--- src/rtl/conv_row_core.sv ---
// conv_row_core: row-stationary 3x3 convolution core.
// Streams input columns (NIN rows each) through a 3-column sliding window and
// emits NOUT output-row sums per output column. Window register, product stage
// and sum stage form the pipeline; everything advances together on adv.
module conv_row_core #(
    parameter int DW      = 8,
    parameter int NOUT    = 2,
    parameter int STRIDE  = 2,
    parameter int PAD_TOP = 1,
    parameter int HPAD    = 1,
    parameter int COLW    = 8,
    parameter int RELU    = 0,
    localparam int NIN    = STRIDE*(NOUT-1)+3-PAD_TOP,
    localparam int ACCW   = 2*DW+4
) (
    input  logic                 clk,
    input  logic                 rst,
    input  logic                 en,
    input  logic                 w_load,
    input  logic [9*DW-1:0]      i_w,
    input  logic                 i_valid,
    output logic                 i_ready,
    input  logic [NIN*DW-1:0]    i_col,
    input  logic                 i_last,
    output logic                 o_valid,
    input  logic                 o_ready,
    output logic [NOUT*ACCW-1:0] o_sum,
    output logic [COLW-1:0]      o_col
);
    localparam int VW = COLW+2;

    typedef enum logic [1:0] {IDLE, STREAM, FLUSH} state_t;

    state_t                        state;
    logic [8:0][DW-1:0]            w;
    logic [2:0][NIN-1:0][DW-1:0]   win, cur_win, nxt_win;
    logic [NIN-1:0][DW-1:0]        new_col;
    logic [VW-1:0]                 vcol, cur_vcol, nxt_vcol, d;
    logic                          win_emit, s1_emit, emit_c;
    logic [COLW-1:0]               win_j, s1_j;
    logic [NOUT-1:0][8:0][2*DW-1:0] prod_c, s1_prod;
    logic [NOUT-1:0][ACCW-1:0]     sum_c;
    logic                          adv, accept, shift;

    assign adv     = en & (~o_valid | o_ready);
    assign i_ready = adv & ~rst & (state != FLUSH);
    assign accept  = i_ready & i_valid;
    assign shift   = accept | (adv & (state == FLUSH));
    // FLUSH shifts in the right-hand zero pad column
    assign new_col = accept ? i_col : '0;

    // Next window / virtual column; IDLE behaves as a cleared window at vcol=HPAD
    always_comb begin
        cur_win  = (state == IDLE) ? '0 : win;
        cur_vcol = (state == IDLE) ? VW'(HPAD) : vcol;
        nxt_win  = {new_col, cur_win[2], cur_win[1]};
        nxt_vcol = cur_vcol + VW'(1);
        d        = nxt_vcol - VW'(3);
        emit_c   = (nxt_vcol >= VW'(3)) && ((STRIDE == 1) || (d[0] == 1'b0));
    end

    // Products: window column c (0 = oldest), filter row k feeds output row o
    for (genvar o = 0; o < NOUT; o++) begin : g_out
        for (genvar k = 0; k < 3; k++) begin : g_k
            for (genvar c = 0; c < 3; c++) begin : g_c
                localparam int R = STRIDE*o + k - PAD_TOP;
                if (R < 0) begin : g_pad
                    assign prod_c[o][3*k+c] = '0;
                end else begin : g_mul
                    logic [2*DW-1:0] px, wx;
                    assign px = {{DW{win[c][R][DW-1]}}, win[c][R]};
                    assign wx = {{DW{w[3*k+c][DW-1]}}, w[3*k+c]};
                    // low 2*DW bits of the sign-extended product are the signed product
                    assign prod_c[o][3*k+c] = px * wx;
                end
            end
        end
    end

    // Nine-term signed sum per output row, optional ReLU clamp
    always_comb begin
        sum_c = '0;
        for (int o = 0; o < NOUT; o++) begin
            for (int t = 0; t < 9; t++) begin
                sum_c[o] = sum_c[o] + {{(ACCW-2*DW){s1_prod[o][t][2*DW-1]}}, s1_prod[o][t]};
            end
            if (RELU != 0 && sum_c[o][ACCW-1]) sum_c[o] = '0;
        end
    end

    // Row FSM, weight store and sliding window (window acts as pipeline stage 0)
    always_ff @(posedge clk) begin
        if (rst) begin
            state    <= IDLE;
            w        <= '0;
            win      <= '0;
            vcol     <= '0;
            win_emit <= 1'b0;
            win_j    <= '0;
        end else begin
            if (en && state == IDLE && !win_emit && !s1_emit && !o_valid && w_load)
                w <= i_w;
            if (adv) begin
                win_emit <= shift & emit_c;
                win_j    <= COLW'(d >> (STRIDE-1));
                if (shift) begin
                    win  <= nxt_win;
                    vcol <= nxt_vcol;
                end else if (state == IDLE) begin
                    win  <= '0;
                    vcol <= VW'(HPAD);
                end
                case (state)
                    IDLE:    if (accept) state <= i_last ? ((HPAD != 0) ? FLUSH : IDLE) : STREAM;
                    STREAM:  if (accept && i_last) state <= (HPAD != 0) ? FLUSH : IDLE;
                    FLUSH:   state <= IDLE;
                    default: state <= IDLE;
                endcase
            end
        end
    end

    // Stage 1: register products with emit flag and output column
    always_ff @(posedge clk) begin
        if (rst) begin
            s1_emit <= 1'b0;
            s1_j    <= '0;
            s1_prod <= '0;
        end else if (adv) begin
            s1_emit <= win_emit;
            s1_j    <= win_j;
            s1_prod <= prod_c;
        end
    end

    // Stage 2: register sums; outputs hold while stalled
    always_ff @(posedge clk) begin
        if (rst) begin
            o_valid <= 1'b0;
            o_sum   <= '0;
            o_col   <= '0;
        end else if (adv) begin
            o_valid <= s1_emit;
            if (s1_emit) begin
                o_sum <= sum_c;
                o_col <= s1_j;
            end
        end
    end
endmodule

--- config.mk ---
export PLATFORM = sky130hd
export DESIGN_NAME = conv_row_core
export DESIGN_NICKNAME = d
export VERILOG_FILES = /design/src/rtl/conv_row_core.sv
export SDC_FILE = /design/constraint.sdc
export NUM_CORES = 2
export LEC_CHECK = 0
export ABC_AREA = 1
export CORE_MARGIN = 8
export CORE_UTILIZATION = 65
export DETAILED_ROUTE_END_ITERATION = 6
export HOLD_SLACK_MARGIN = 0.15
export PLACE_DENSITY = 0.92
export SLEW_MARGIN = 15
export SYNTH_ARGS = -nofsm -noshare
export SYNTH_HDL_FRONTEND = slang
export SYNTH_SLANG_ARGS = --single-unit
--- constraint.sdc ---
create_clock -name clk -period 7.81 [get_ports clk]
set_input_delay 1.9525 -clock clk [delete_from_list [all_inputs] [get_ports clk]]
set_output_delay 1.9525 -clock clk [all_outputs]
set_load 0.005 [all_outputs]
==> out/summary.txt <==
slowest cell on the critical path = clkdlybuf4s50_1
first-pass GRT wire length = 295 mm
RSZ-0062 raised after global routing = no
worst hold slack = 0.467 ns
CP Max Fanout = 41
H-tree Lvls = 2
Slew Viols, Final = 0
placer congestion estimate = 0.989
hold buffer count at cts = 0
Cell Area, Synth = 63,600 um2
Async SR Flop Fraction = 0%
die width = 329 um
initial core utilization = 65.7%
IO Count = 161
cell family with most CP delay = buffers and inverters
CTS tree = built
DRT iter0 DRCs = 5,309
Max-Cap Viols = 0
pwr dens = 150 nW/um2
postcts setup bufs = 0
Post-DRT Antenna Nets = 0
Final Hold Vio Count = 0
#FFs+latches synth = 487
Worst-Margin Slew = 1.10 ns
number of global-route vias before repair = 56,300
commonest cells after routing, fill and taps aside = inv_1 (2,401), nand2_1 (1,500), fa_1 (1,006)
Core Area = 96,900 um2
total power = 10.1 mW
post-cts sizing count = 0
port buffer count = 160
Post-synth top flop = dfxtp_1
Rel. slew slack = 27.0%
Num CTS Buffers = 58
Vias = 53,900
Post-DP HPWL = 143 mm
Setup TNS = 0 ns
Syn Inst Count = 8,469
Rows = 114
CP Buf/Inv Count = 3
clk slew on worst S/H paths = 0.06 ns
status = finished clean
CP Launch Type = primary input
Seq/Total Area, Yosys = 15.3%
Die ar. = 108,000 um2
number of synthesized flops with an enable pin = 0
Routed wire per std cell = 18.9 um
crit path cell chain = clkdlybuf4s50_1 > inv_1 > nand2_1 > nand2_4 > nor3_2 > clkdlybuf4s50_1
CTS sink count = 487
pin count of the biggest net entering global routing = 192
period utilization = 71.3%
initial antenna violation count = 15
clk_lat worst skew = 0.68 ns
clk buf depth = 3
Synth cell types = 47
most common cell after layout, fill and taps aside = inv_1
WP data required = 5.86 ns
share of post-route cells with drive strength above 1 = 2.13%
Static Leak = 38.3 nW
first-pass iteration count of the detailed router = 6
CP Data Arrival Time = 3.62 ns
clock skew = 0.0173 ns
Final min period = 5.57 ns
drt drc = 0
Die Y = 329 um
peak supply drop = 0.183 mV
root buf cell = clkbuf_16
worst min path class = flop to flop
post-synthesis net count = 10,100
grt ovf = 0
CP max stage delay = 0.55 ns
most used cell, CP = clkdlybuf4s50_1
synthesis-to-layout area growth = 5.92%
CP Capture Type = output pin
mean post-synth cell area = 7.52 um2
wirelength, routed = 182 mm
final setup fails = 0
GRT Overall Usage = 34.3%
Setup Crit Path Kind = primary input to output pin
Synth Warn # = 0
fin nets = 9,898
Max Clk Rate = 179 MHz
vias per inst = 5.60
==> power breakdown <==
group	switching [mW]	total [mW]	internal, mW
logic	2.76	4.29	1.53
clock network	1.25	2.84	1.59
registers	0.334	2.98	2.65
==> stage by stage <==
step                area (um2)  util, %  cells  setup slack, ns
floorplan                63600        -   8469             3.47
detailed placement       65500     67.6   9521             2.27
global route             67400     69.6   9629             2.14
finish                   67400     69.6   9631             2.24
global placement         65500     67.6   9521             2.28
CTS                      67400     69.6   9629             2.25
==> Yosys cell counts, types with 35 or more instances <==
master / number / area [um2]
xnor2_1: 105 / 920
fa_1: 1006 / 20100
nand3_1: 270 / 1350
buf_2: 56 / 280
xor2_1: 100 / 876
dfxtp_1: 487 / 9750
clkbuf_1: 328 / 1230
o211ai_1: 47 / 353
a21oi_1: 412 / 2060
nor3_1: 35 / 175
nor2_1: 600 / 2250
o21ai_0: 426 / 2130
inv_1: 2403 / 9020
nand2_1: 1502 / 5640
ha_1: 476 / 5960
==> flip-flops by register name, summed over array words and instances, names as in the netlist <==
register                flops
s1_prod                   240
s1_j                        8
g_out.g_k.g_c.g_mul.px     96
o_sum                      40
o_col                       8
o_valid                     1
vcol                       10
state                       2
win_emit                    1
win_j                       8
g_out.g_k.g_c.g_mul.wx     72
s1_emit                     1
==> worst reg2reg max path: stages (launching register included) <==
cell and delay (ns):
dfxtp_1 0.84, nand2_1 0.12, inv_1 0.21, fa_1 0.48, inv_1 0.21, fa_1 0.46, inv_1 0.09, fa_1 0.44
fa_1 0.48, ha_1 0.33, inv_1 0.14, o21ai_0 0.11, a31oi_1 0.17, nand3_1 0.11, o21ai_0 0.66, o211ai_1 0.20
inv_1 0.09
==> layout make-up <==
type	instances	area, um2
multi-input combinational	5157	43200
inverter	2410	9060
tap	1276	1600
fill	7291	29400
clock buffer	75	1570
antenna	2	5.00
timing repair buffer	191	1860
sequential	487	9750
clock inverter	33	358
==> cells by family (layout without fill, tap and decap cells) <==
kind of cell    after synthesis  after routing  share of synthesized area [%]
flops                       487            487                           15.3
fa+ha+maj                  1482           1482                           41.0
simple gates               2469           2469                           15.5
compound gates              999            999                           8.49
other cells                   0              2                              0
buf+inv                    2825           2709                           16.8
xor+xnor                    207            207                           2.87
==> final timing paths <==
kind                                                        start                   endpoint  slack, ns  cells after the start
setup / recovery                                          o_ready                    i_ready       2.24                      6
hold / removal                              o_col[0]$_SDFFE_PP0P_      o_col[0]$_SDFFE_PP0P_       0.47                      2
setup reg to reg  g_out[0].g_k[2].g_c[0].g_mul.wx[2]$_SDFFE_PP0P_  s1_prod[110]$_SDFFE_PP0P_       2.62                     16
hold reg to reg                             o_col[0]$_SDFFE_PP0P_      o_col[0]$_SDFFE_PP0P_       0.47                      2
==> routing by layer <==
layer / part of all wire [%] / track usage [%] / routed length [um] / up-vias
met3: 11 / 8.65 / 21000 / 732
met2: 45 / 55.2 / 83000 / 2875
met1: 36 / 42.0 / 66000 / 25900
met5: 0.065 / 0 / 118 / -
met4: 6.8 / 19.7 / 12400 / 18
li1: - / - / - / 24400
Power figures use the tool's default switching activity.
